<file path="config.mk">
export PLATFORM = sky130hd
export DESIGN_NAME = kws_reset_sequencer
export DESIGN_NICKNAME = d
export VERILOG_FILES = /design/src/rtl/kws_reset_sequencer.sv
export SDC_FILE = /design/constraint.sdc
export NUM_CORES = 1
export LEC_CHECK = 0
export BUFFER_PORTS_ARGS = -buffer_cell sky130_fd_sc_hd__buf_2
export CAP_MARGIN = 20
export CORE_MARGIN = 2
export CORE_UTILIZATION = 25
export DETAILED_ROUTE_END_ITERATION = 12
export PLACE_DENSITY = 0.39
export SYNTH_ARGS = -nofsm -noshare
export SYNTH_HDL_FRONTEND = slang
export SYNTH_SLANG_ARGS = --single-unit
</file>
<file path="constraint.sdc">
create_clock -name sys_clk -period 1.9 [get_ports sys_clk]
set_input_delay 0.095 -clock sys_clk [delete_from_list [all_inputs] [get_ports sys_clk]]
set_output_delay 0.095 -clock sys_clk [all_outputs]
set_load 0.01 [all_outputs]
</file>
<file path="src/rtl/kws_reset_sequencer.sv">
// kws_reset_sequencer: staged active-low subsystem reset generator for the
// sys_clk domain. It runs a full release sequence after power-on reset. It
// also runs masked soft-reset sequences on request. Requests that arrive
// while a sequence is running are queued and coalesced into a single rerun.
module kws_reset_sequencer #(
  parameter int N_RST_OUT      = 4,
  parameter int STRETCH_CYCLES = 16,
  parameter int GAP_CYCLES     = 8,
  parameter int CNT_WIDTH      = 8,
  parameter int SRST_CNT_WIDTH = 8
) (
  input  logic                      sys_clk,
  input  logic                      sys_rst_n,
  input  logic                      soft_rst_req,
  input  logic [N_RST_OUT-1:0]      soft_rst_mask,
  output logic [N_RST_OUT-1:0]      rst_n_out,
  output logic                      seq_busy,
  output logic                      seq_done,
  output logic [SRST_CNT_WIDTH-1:0] soft_rst_cnt
);

  localparam int IDX_W = (N_RST_OUT > 1) ? $clog2(N_RST_OUT) : 1;

  localparam logic [CNT_WIDTH-1:0] STRETCH_LAST = CNT_WIDTH'(STRETCH_CYCLES - 1);
  localparam logic [CNT_WIDTH-1:0] GAP_LAST     = CNT_WIDTH'(GAP_CYCLES - 1);
  localparam logic [IDX_W-1:0]     IDX_LAST     = IDX_W'(N_RST_OUT - 1);

  typedef enum logic [1:0] {
    RUN     = 2'd0,
    ASSERT  = 2'd1,
    RELEASE = 2'd2
  } state_e;

  state_e                    state_q, state_d;
  logic [CNT_WIDTH-1:0]      timer_q, timer_d;
  logic [IDX_W-1:0]          idx_q, idx_d;
  logic [N_RST_OUT-1:0]      act_mask_q, act_mask_d;
  logic                      pend_q, pend_d;
  logic [N_RST_OUT-1:0]      pend_mask_q, pend_mask_d;
  logic [N_RST_OUT-1:0]      rst_n_q, rst_n_d;
  logic                      busy_q, busy_d;
  logic                      done_q, done_d;
  logic [SRST_CNT_WIDTH-1:0] cnt_q, cnt_d;

  // A request with an empty mask is a no-op in every state.
  logic                      req_valid;
  logic [N_RST_OUT-1:0]      rerun_mask;
  logic                      rerun;
  logic [SRST_CNT_WIDTH-1:0] cnt_inc;

  assign req_valid = soft_rst_req && (soft_rst_mask != '0);
  // A request landing on the completion edge merges straight into the rerun.
  assign rerun_mask = pend_mask_q | (req_valid ? soft_rst_mask : '0);
  assign rerun      = pend_q || req_valid;
  assign cnt_inc    = (cnt_q == '1) ? cnt_q : cnt_q + 1'b1;

  // State register: all sequencer state and registered outputs.
  // NOTE: sequential state uses non-blocking assignments only, so every flop
  // samples the values from before the edge regardless of statement order.
  always_ff @(posedge sys_clk) begin
    if (!sys_rst_n) begin
      state_q     <= ASSERT;
      timer_q     <= '0;
      idx_q       <= '0;
      act_mask_q  <= '1;
      pend_q      <= 1'b0;
      pend_mask_q <= '0;
      rst_n_q     <= '0;
      busy_q      <= 1'b1;
      done_q      <= 1'b0;
      cnt_q       <= '0;
    end else begin
      state_q     <= state_d;
      timer_q     <= timer_d;
      idx_q       <= idx_d;
      act_mask_q  <= act_mask_d;
      pend_q      <= pend_d;
      pend_mask_q <= pend_mask_d;
      rst_n_q     <= rst_n_d;
      busy_q      <= busy_d;
      done_q      <= done_d;
      cnt_q       <= cnt_d;
    end
  end

  // Next-state logic: RUN -> ASSERT -> RELEASE -> RUN, or back to ASSERT on rerun.
  // NOTE: the default assignment at the top keeps this block free of latches.
  always_comb begin
    state_d = state_q;
    unique case (state_q)
      RUN:     if (req_valid) state_d = ASSERT;
      ASSERT:  if (timer_q == STRETCH_LAST) state_d = RELEASE;
      RELEASE: if (idx_q == IDX_LAST) state_d = rerun ? ASSERT : RUN;
      default: state_d = RUN;
    endcase
  end

  // Output and datapath logic: timer, release slots, queuing and counting.
  always_comb begin
    timer_d     = timer_q;
    idx_d       = idx_q;
    act_mask_d  = act_mask_q;
    pend_d      = pend_q;
    pend_mask_d = pend_mask_q;
    rst_n_d     = rst_n_q;
    busy_d      = busy_q;
    done_d      = 1'b0;
    cnt_d       = cnt_q;

    // Any request while a sequence runs is queued for one coalesced rerun.
    if (state_q != RUN && req_valid) begin
      pend_d      = 1'b1;
      pend_mask_d = pend_mask_q | soft_rst_mask;
    end

    unique case (state_q)
      RUN: begin
        if (req_valid) begin
          act_mask_d = soft_rst_mask;
          rst_n_d    = rst_n_q & ~soft_rst_mask;
          busy_d     = 1'b1;
          cnt_d      = cnt_inc;
          timer_d    = '0;
        end
      end

      ASSERT: begin
        timer_d = timer_q + 1'b1;
        if (timer_q == STRETCH_LAST) begin
          timer_d = '0;
          idx_d   = '0;
          if (act_mask_q[0]) rst_n_d[0] = 1'b1;
        end
      end

      RELEASE: begin
        if (idx_q == IDX_LAST) begin
          // Completion edge: pulse done, then either idle or start the rerun.
          done_d = 1'b1;
          if (rerun) begin
            act_mask_d  = rerun_mask;
            rst_n_d     = rst_n_q & ~rerun_mask;
            cnt_d       = cnt_inc;
            pend_d      = 1'b0;
            pend_mask_d = '0;
            timer_d     = '0;
          end else begin
            busy_d = 1'b0;
          end
        end else if (timer_q == GAP_LAST) begin
          timer_d = '0;
          idx_d   = idx_q + 1'b1;
          for (int i = 0; i < N_RST_OUT; i++) begin
            if (IDX_W'(i) == idx_q + 1'b1 && act_mask_q[i]) rst_n_d[i] = 1'b1;
          end
        end else begin
          timer_d = timer_q + 1'b1;
        end
      end

      default: ;
    endcase
  end

  assign rst_n_out    = rst_n_q;
  assign seq_busy     = busy_q;
  assign seq_done     = done_q;
  assign soft_rst_cnt = cnt_q;

endmodule

</file>
; Yosys cells after proc, flatten, opt, wreduce, memory -nomap -nowiden
; Cells that the tools add are included.
[totals]
reg_bits = 35
in_bits = 7
[classes]
addsub = 3
eq_ne = 23
n_mux = 50
bitwise_logic = 6
n_reduce_logical = 24
[ops]
columns = cell, count
row1 = 8-bit two-way mux, 9
row2 = 4-bit two-way mux, 12
row3 = 8-bit case mux with 3 select lines, 1
row4 = "3-bit != test, second input constant", 6
row5 = "8-bit by 1-bit adder with 8-bit output, second input constant", 2
row6 = "2-bit != test, second input constant", 8
row7 = 8-bit case mux with 2 select lines, 1
row8 = 1-bit two-way mux, 15
row9 = 5-bit AND reduction, 3
row10 = 2-bit two-way mux, 6
row11 = 4-bit AND reduction, 3
row12 = 4-bit AND, 2
row13 = "8-bit by 3-bit == test with 1-bit output, second input constant", 1
row14 = "8-bit by 4-bit == test with 1-bit output, second input constant", 1
row15 = "8-bit == test, second input constant", 1
row16 = 4-bit NOT, 2
row17 = 4-bit OR, 2
row18 = 4-bit case mux with 2 select lines, 1
row19 = 7-bit AND reduction, 1
row20 = 1-bit logical AND, 6
row21 = 2-bit case mux with 3 select lines, 1
row22 = 3-bit case mux with 2 select lines, 1
row23 = 3-bit AND reduction, 2
row24 = 2-bit nonzero test, 3
row25 = 13 further kinds, 16

; Logic depth before layout (Yosys ltp)
; Gate-level depths: netlist of the first run.
[depth]
word_depth = 9
mapped_depth = 9
ltp_nobuf = 6

; Worst setup path before layout of the first run
; OpenSTA, ideal clock, no wires.
[synth_timing]
kind = reg2reg
start = reg state_q[0]
end = reg cnt_q[7], in the netlist soft_rst_cnt[7]
t_arrival_ns = 1.763
t_required_ns = 1.784
slack_ns = 0.021
stages_incl_launch_ff = 7
n_path_buf = 1
period_less_slack_ns = 1.879
cell_sequence = dfxtp_1 -> inv_1 -> ha_1 -> buf_2 -> o32a_4 -> or4_1 -> o211a_1
[synth_via]
elab_chain_len = 3
elab_cells_between_ends = 8
[synth_rtl]
columns = element, line
row1 = start: declaration, 34  ; state_e state_q, state_d;
row2 = start signal: assignment, 73  ; state_q <= state_d;
row3 = 2-bit == test or 2-bit zero test (tied branches), 116  ; unique case (state_q)
row4 = 2-bit != test (no source line) or 2-bit nonzero test (tied branches), n/a
row5 = 4-bit AND reduction (no source line), n/a
row6 = end signal: assignment, 82  ; cnt_q <= cnt_d;
row7 = end: declaration, 43  ; logic [SRST_CNT_WIDTH-1:0] cnt_q, cnt_d;
; Parallel ways exist; a longest one is shown, timed or not.
; A chain may end at the register's enable or synchronous reset.

; Worst setup path after layout of the first run
[layout_timing]
start = reg state_q[1]
end = reg idx_q[0]
[layout_via]
elab_chain_len = 3
elab_cells_between_ends = 8
[layout_rtl]
columns = element, line
row1 = 2-bit == test or 2-bit by 1-bit == test with 1-bit output (tied branches), 116
row2 = 2-bit != test (no source line) or 2-bit nonzero test (tied branches), n/a
row3 = 4-bit AND reduction (no source line), n/a
row4 = end signal: assignment, 75  ; idx_q <= idx_d;
row5 = end: declaration, 36  ; logic [IDX_W-1:0] idx_q, idx_d;
; Parallel ways exist; a longest one is shown, timed or not.

==> results of run 1 <==
layer usage:
layer | track usage (%) | up-vias | share of wire (%)
met3 | 2.82 | 4 | 3.2
met4 | 3.17 | 0 | 0.82
met1 | 19.7 | 974 | 51
li1 | - | 1035 | -
met2 | 22.6 | 37 | 45
met5 | 0 | - | 0
cell type report:
cell class	count	area (um2)
Tap cell	105	131
Clock inverter	1	7.51
Sequential cell	35	704
Multi-Input combinational cell	190	1400
Inverter	13	52.6
Clock buffer	7	96.3
Timing Repair Buffer	50	338
Fill cell	884	5530
kinds of logic (layout without fill, tap and decap cells):
group / Yosys count / after routing / synth area share, %
AND/OR/NAND/NOR: 103 / 103 / 27.6
flip-flops: 35 / 35 / 32.9
buffers and inverters: 26 / 71 / 5.52
AO/OA/AOI/OAI: 73 / 73 / 26.2
adder cells (fa/ha/maj): 11 / 11 / 6.46
multiplexers: 3 / 3 / 1.41
power by group:
group / switching, mW / internal, mW
Sequential: 0.0674 / 0.818
Combinational: 0.689 / 0.584
Clock: 0.284 / 0.330
worst paths after layout:
check	start	to	slack, ns	cells past startpoint
hold / removal	soft_rst_mask[1]	pend_mask_q[1]	0.12	3
hold reg to reg	act_mask_q[2]	rst_n_out[2]	0.47	2
setup / recovery	state_q[1]	idx_q[0]	0.01	6
setup reg to reg	state_q[1]	idx_q[0]	0.01	6
cells in the final DEF, fill, tap and decap left out, types with 3 or more instances in the layout:
master,n
a211oi_1,4
a21oi_1,15
a22oi_1,4
buf_2,20
buf_4,29
clkbuf_8,7
dfxtp_1,34
ha_1,7
ha_2,3
inv_1,11
mux2i_1,3
nand2_1,22
nand2b_1,3
nand3_1,16
nand4_1,11
nor2_1,17
nor2b_1,7
nor3_1,5
o211ai_1,6
o21a_1,3
o21ai_0,9
o31ai_1,3
or3_1,3
or4_1,4
sequential cells by signal (all words and copies together) (netlist names):
register,cells
state_q,2
seq_done,1
pend_q,1
soft_rst_cnt,8
pend_mask_q,4
idx_q,2
timer_q,8
act_mask_q,4
seq_busy,1
rst_n_out,4
through the flow:
| stage | cell area, um2 | power [mW] | cells | setup slack, ns |
|---|---|---|---|---|
| 2_1_floorplan | 2130 | 1.56 | 251 | 0.0206 |
| 3_3_place_gp | 2530 | 2.04 | 393 | -0.0293 |
| 3_5_place_dp | 2530 | 2.04 | 393 | -0.102 |
| 4_1_cts | 2640 | 2.68 | 401 | 0.00738 |
| 5_1_grt | 2730 | 2.99 | 401 | -0.0749 |
| 6_report | 2730 | 2.77 | 401 | 0.0142 |
timing repair:
action,4_1_cts,5_1_grt
endpoints found under the setup margin,12,16
pin swaps,1,3
resized for setup,5,18
endpoints found under the hold margin,0,0
critical path, stage by stage (launching register included):
cell and delay, ns:
dfxtp_4 0.37, inv_1 0.07, ha_2 0.20, or4b_1 0.52
a211oi_2 0.34, mux2i_1 0.22, nor2_1 0.05
==> reports/results.txt, run 1 <==
Syn_area_per_cell = 8.49 um2
Post-synthesis cell type count = 56
Top FF cell, synth = dfxtp_1
Row cnt = 33
Top cell type's share of synthesized area = 32.9%
Die width = 96.4 um
Initial DRC Count = 76
Yosys top cell by area = dfxtp_1
Wire per inst = 15.2 um
Area grow syn2layout = 27.9%
Total core area = 8260 um2
Critical Path Start Type = flip-flop
RSZ-0062 raised after global routing = yes
GRT Overall Usage = 14.2%
HPWL after detailed placement = 4550 um
Status = complete, no violations
Worst hold path type = in2reg
Kind of critical path = reg2reg
Max VDD drop = 421 uV
Mapped Cells = 251
Final ANT Viol Nets = 0
CTS Sinks = 35
Hold slack = 0.116 ns
Pre-Repair DR Iteration Count = 4
Initial core utilization = 25.8%
Final setup viols = 0
Synth Register Bits = 35
Ys async rst share = 0%
Vias = 2050
Crit. End Element = flip-flop
Max Root-Sink Buffers = 2
CP Max Fanout = 4
Hold bufs inserted after CTS = 0
Port buffer count = 20
Fin crit period = 1.89 ns
Clk_skew = 0.00360 ns
Setup bufs post-CTS = 0
Htree depth = 2
Layout cells sized above 1 = 28.7%
Power per Cell Area = 1020 nW/um2
Final Hold Viols = 0
Die Y = 96.4 um
Worst-margin pin slew = 0.354 ns
Synthesized area = 2130 um2
Fin nets = 313
Die Footprint = 9280 um2
Vias in the first global route = 1932
Vias per cell = 5.11
Slew Viols, Final = 0
Max frequency = 0.530 GHz
First-pass GRT wire length = 10100 um
I/O pin total = 21
P_leak = 1.05 nW
Total wire length = 6090 um
Post-Route Utilization = 33.0%
Worst-path clk slew = 0.07 ns
GR Overflow Total = 0
Max-Slew Margin vs Limit = 76.1%
Crit path required time = 2.08 ns
CP Data Arrival Time = 2.06 ns
# diodes = 0
EDFF count, synth = 0
Most common cell in the netlist = dfxtp_1
Yosys Warn Count = 0
Top cells by area, synth = dfxtp_1 (33%), ha_1 (6.5%), nand2_1 (3.9%)
Clock buffer count from CTS = 5
Register area share after synthesis = 32.9%
Max_cap viols = 0
CTS tree = built
Commonest cells in the netlist = dfxtp_1 (35), nand2_1 (22), nor2_1 (17)
DRC violations left = 0
Gpl congestion = 0.795
Tcrit/Tclk final = 99.3%
Net Count, Synth = 269
Clock Latency Late Sink = 0.28 ns
CTS root buf = clkbuf_8
Largest net degree at the start of global routing = 18
Setup TNS = 0 ns
Initial antenna violation count = 0
(Power assumes the default switching activity.)
==> run 2, diff against run 1 <==
--- a/config.mk
+++ b/config.mk
@@ -5,12 +5,12 @@
 export SDC_FILE = /design/constraint.sdc
 export NUM_CORES = 1
 export LEC_CHECK = 0
-export BUFFER_PORTS_ARGS = -buffer_cell sky130_fd_sc_hd__buf_2
 export CAP_MARGIN = 20
 export CORE_MARGIN = 2
 export CORE_UTILIZATION = 25
 export DETAILED_ROUTE_END_ITERATION = 12
-export PLACE_DENSITY = 0.39
+export DONT_BUFFER_PORTS = 1
+export PLACE_DENSITY = 0.37
 export SYNTH_ARGS = -nofsm -noshare
 export SYNTH_HDL_FRONTEND = slang
 export SYNTH_SLANG_ARGS = --single-unit
==> reports/results.txt, run 2 (synthesis results as in run 1) <==
Clk_skew = 0.0108 ns (+0.00716 ns)
CP Max Fanout = 7 (+3)
Final instance area = 2740 um2 (+0.41%)
Crit-path slowest cell = or4_1
Fin nets = 308 (-1.6%)
CTS Sinks = 35 (unchanged)
Clock buffer count from CTS = 5 (unchanged)
Non-Filler Instances = 396 (-1.2%)
First-pass GRT wire length = 10600 um (+4.9%)
Worst-margin pin slew = 0.914 ns (+0.561 ns)
Kind of critical path = reg2reg
Most frequent cells in the layout = buf_4 (36), dfxtp_1 (33), nand2_1 (21)
Placed Instances = 379 (-3.6%)
P_leak = 1.04 nW (-0.96%)
DRC violations left = 0 (unchanged)
CP Data Arrival Time = 2.02 ns (-0.04 ns)
Setup ws final = 0.0708 ns (+0.0566 ns)
Clock Latency Late Sink = 0.30 ns (+0.02 ns)
Max VDD drop = 428 uV (+1.8%)
Final ANT Viol Nets = 0 (unchanged)
Total wire length = 6450 um (+6.0%)
Tcrit/Tclk final = 96.3% (-3.0 points)
Most common cell after layout, fill and taps aside = buf_4
RSZ-0062 raised after global routing = yes
Critical Path Start Type = flip-flop
Initial core utilization = 25.8% (unchanged)
CTS root buf = clkbuf_8
Slew Viols, Final = 0 (unchanged)
Max_cap viols = 0 (unchanged)
GRT Overall Usage = 14.8% (+0.61 points)
Initial antenna violation count = 0 (unchanged)
I/O pin total = 21 (unchanged)
Power per Cell Area = 1020 nW/um2 (+0.48%)
Vias in the first global route = 2024 (+4.8%)
Pre-CTS WS = -0.0568 ns (+0.0450 ns)
Crit. End Element = flip-flop
Critical path cell sequence = inv_2 > ha_4 > nand2_4 > o32a_4 > or4_1 > o211a_1
Final setup viols = 0 (unchanged)
Layout cells sized above 1 = 24.4% (-4.3 points)
GR Overflow Total = 0 (unchanged)
Largest net degree at the start of global routing = 21 (+3)
CTS tree = built
Max stage delay on crit path = 0.52 ns (about the same)
Vias = 2021 (-1.4%)
Worst-path clk slew = 0.09 ns (+0.02 ns)
Max-Slew Margin vs Limit = 38.9% (-37 points)
Die Footprint = 9280 um2 (unchanged)
Status = complete, no violations
Row cnt = 33 (unchanged)
Final Hold Viols = 0 (unchanged)
Port buffer count = 0 (-100%)
HPWL after detailed placement = 4450 um (-2.0%)
# diodes = 0 (unchanged)
Worst hold path type = in2reg
Pre-Repair DR Iteration Count = 4 (unchanged)
Crit path required time = 2.09 ns (about the same)
Placed inst area = 2480 um2 (-2.2%)
Area grow syn2layout = 28.5%
Fin crit period = 1.83 ns (-0.0566 ns)
Vias per cell = 5.10 (-0.17%)
Max Root-Sink Buffers = 2 (unchanged)
Wire per inst = 16.3 um (+7.4%)
Die width = 96.4 um (unchanged)
Initial DRC Count = 85 (+12%)
Htree depth = 2 (unchanged)
Die Y = 96.4 um (unchanged)
Total core area = 8260 um2 (unchanged)
Max frequency = 0.547 GHz (+3.1%)
Gpl congestion = 0.739 (-6.9%)
[run 2: routing by layer]
layer	global-route usage [%]	up-vias	wire (um)
met5	0	-	0
met4	3.87	0	51
met3	2.98	4	269
met2	23.0	33	2770
met1	20.8	949	3360
li1	-	1035	-
[run 2: final timing paths]
path | from | cells after the start | slack, ns | end
hold reg to reg | act_mask_q[2] | 2 | 0.47 | rst_n_out[2]
setup reg to reg | state_q[0] | 6 | 0.07 | soft_rst_cnt[7]
hold / removal | soft_rst_mask[0] | 2 | 0.03 | act_mask_q[0]
setup / recovery | state_q[0] | 6 | 0.07 | soft_rst_cnt[7]
[run 2: cell type report]
| type | instances | area, um2 |
|---|---|---|
| fillers | 900 | 5520 |
| multi-input cells | 191 | 1400 |
| flip-flops and latches | 35 | 703 |
| repair buffers | 44 | 360 |
| well taps | 105 | 131 |
| clock buffers | 6 | 82.6 |
| inverters | 13 | 48.8 |
| clock inverters | 2 | 16.3 |
[run 2: through the flow]
stage / total power, mW / setup TNS, ns / hold slack, ns / utilization [%]
detailed placement: 2.03 / -0.0916 / 0.189 / 30.0
finish: 2.80 / 0 / 0.0259 / 33.2
global route: 3.01 / -0.0270 / 0.0163 / 33.2
global placement: 2.04 / -0.00428 / 0.181 / 30.0
floorplan: 1.56 / 0 / 0.233 / -
CTS: 2.68 / 0 / 0.00584 / 32.0
[run 2: power by group]
part / switching [mW] / internal [mW] / leakage (nW)
logic: 0.675 / 0.623 / 0.711
clock network: 0.319 / 0.297 / 0.0474
registers: 0.0687 / 0.814 / 0.285
[run 2: what timing repair did]
| item | 4_1_cts | 5_1_grt |
|---|---|---|
| cloned | 0 | 1 |
| gates resized for setup | 1 | 19 |
| pin swaps | 0 | 5 |
| setup endpoints to repair | 3 | 14 |
| hold buffers | 6 | 1 |
| hold endpoints to repair | 22 | 1 |
| buffers inserted | 0 | 1 |
[run 2: worst max-delay path, delay by kind of cell (launching register included)]
kind            cells  cell delay (ns)
compound gates      2             0.54
fa+ha+maj           1             0.18
buf+inv             1             0.08
flops               1             0.32
simple gates        2             0.60
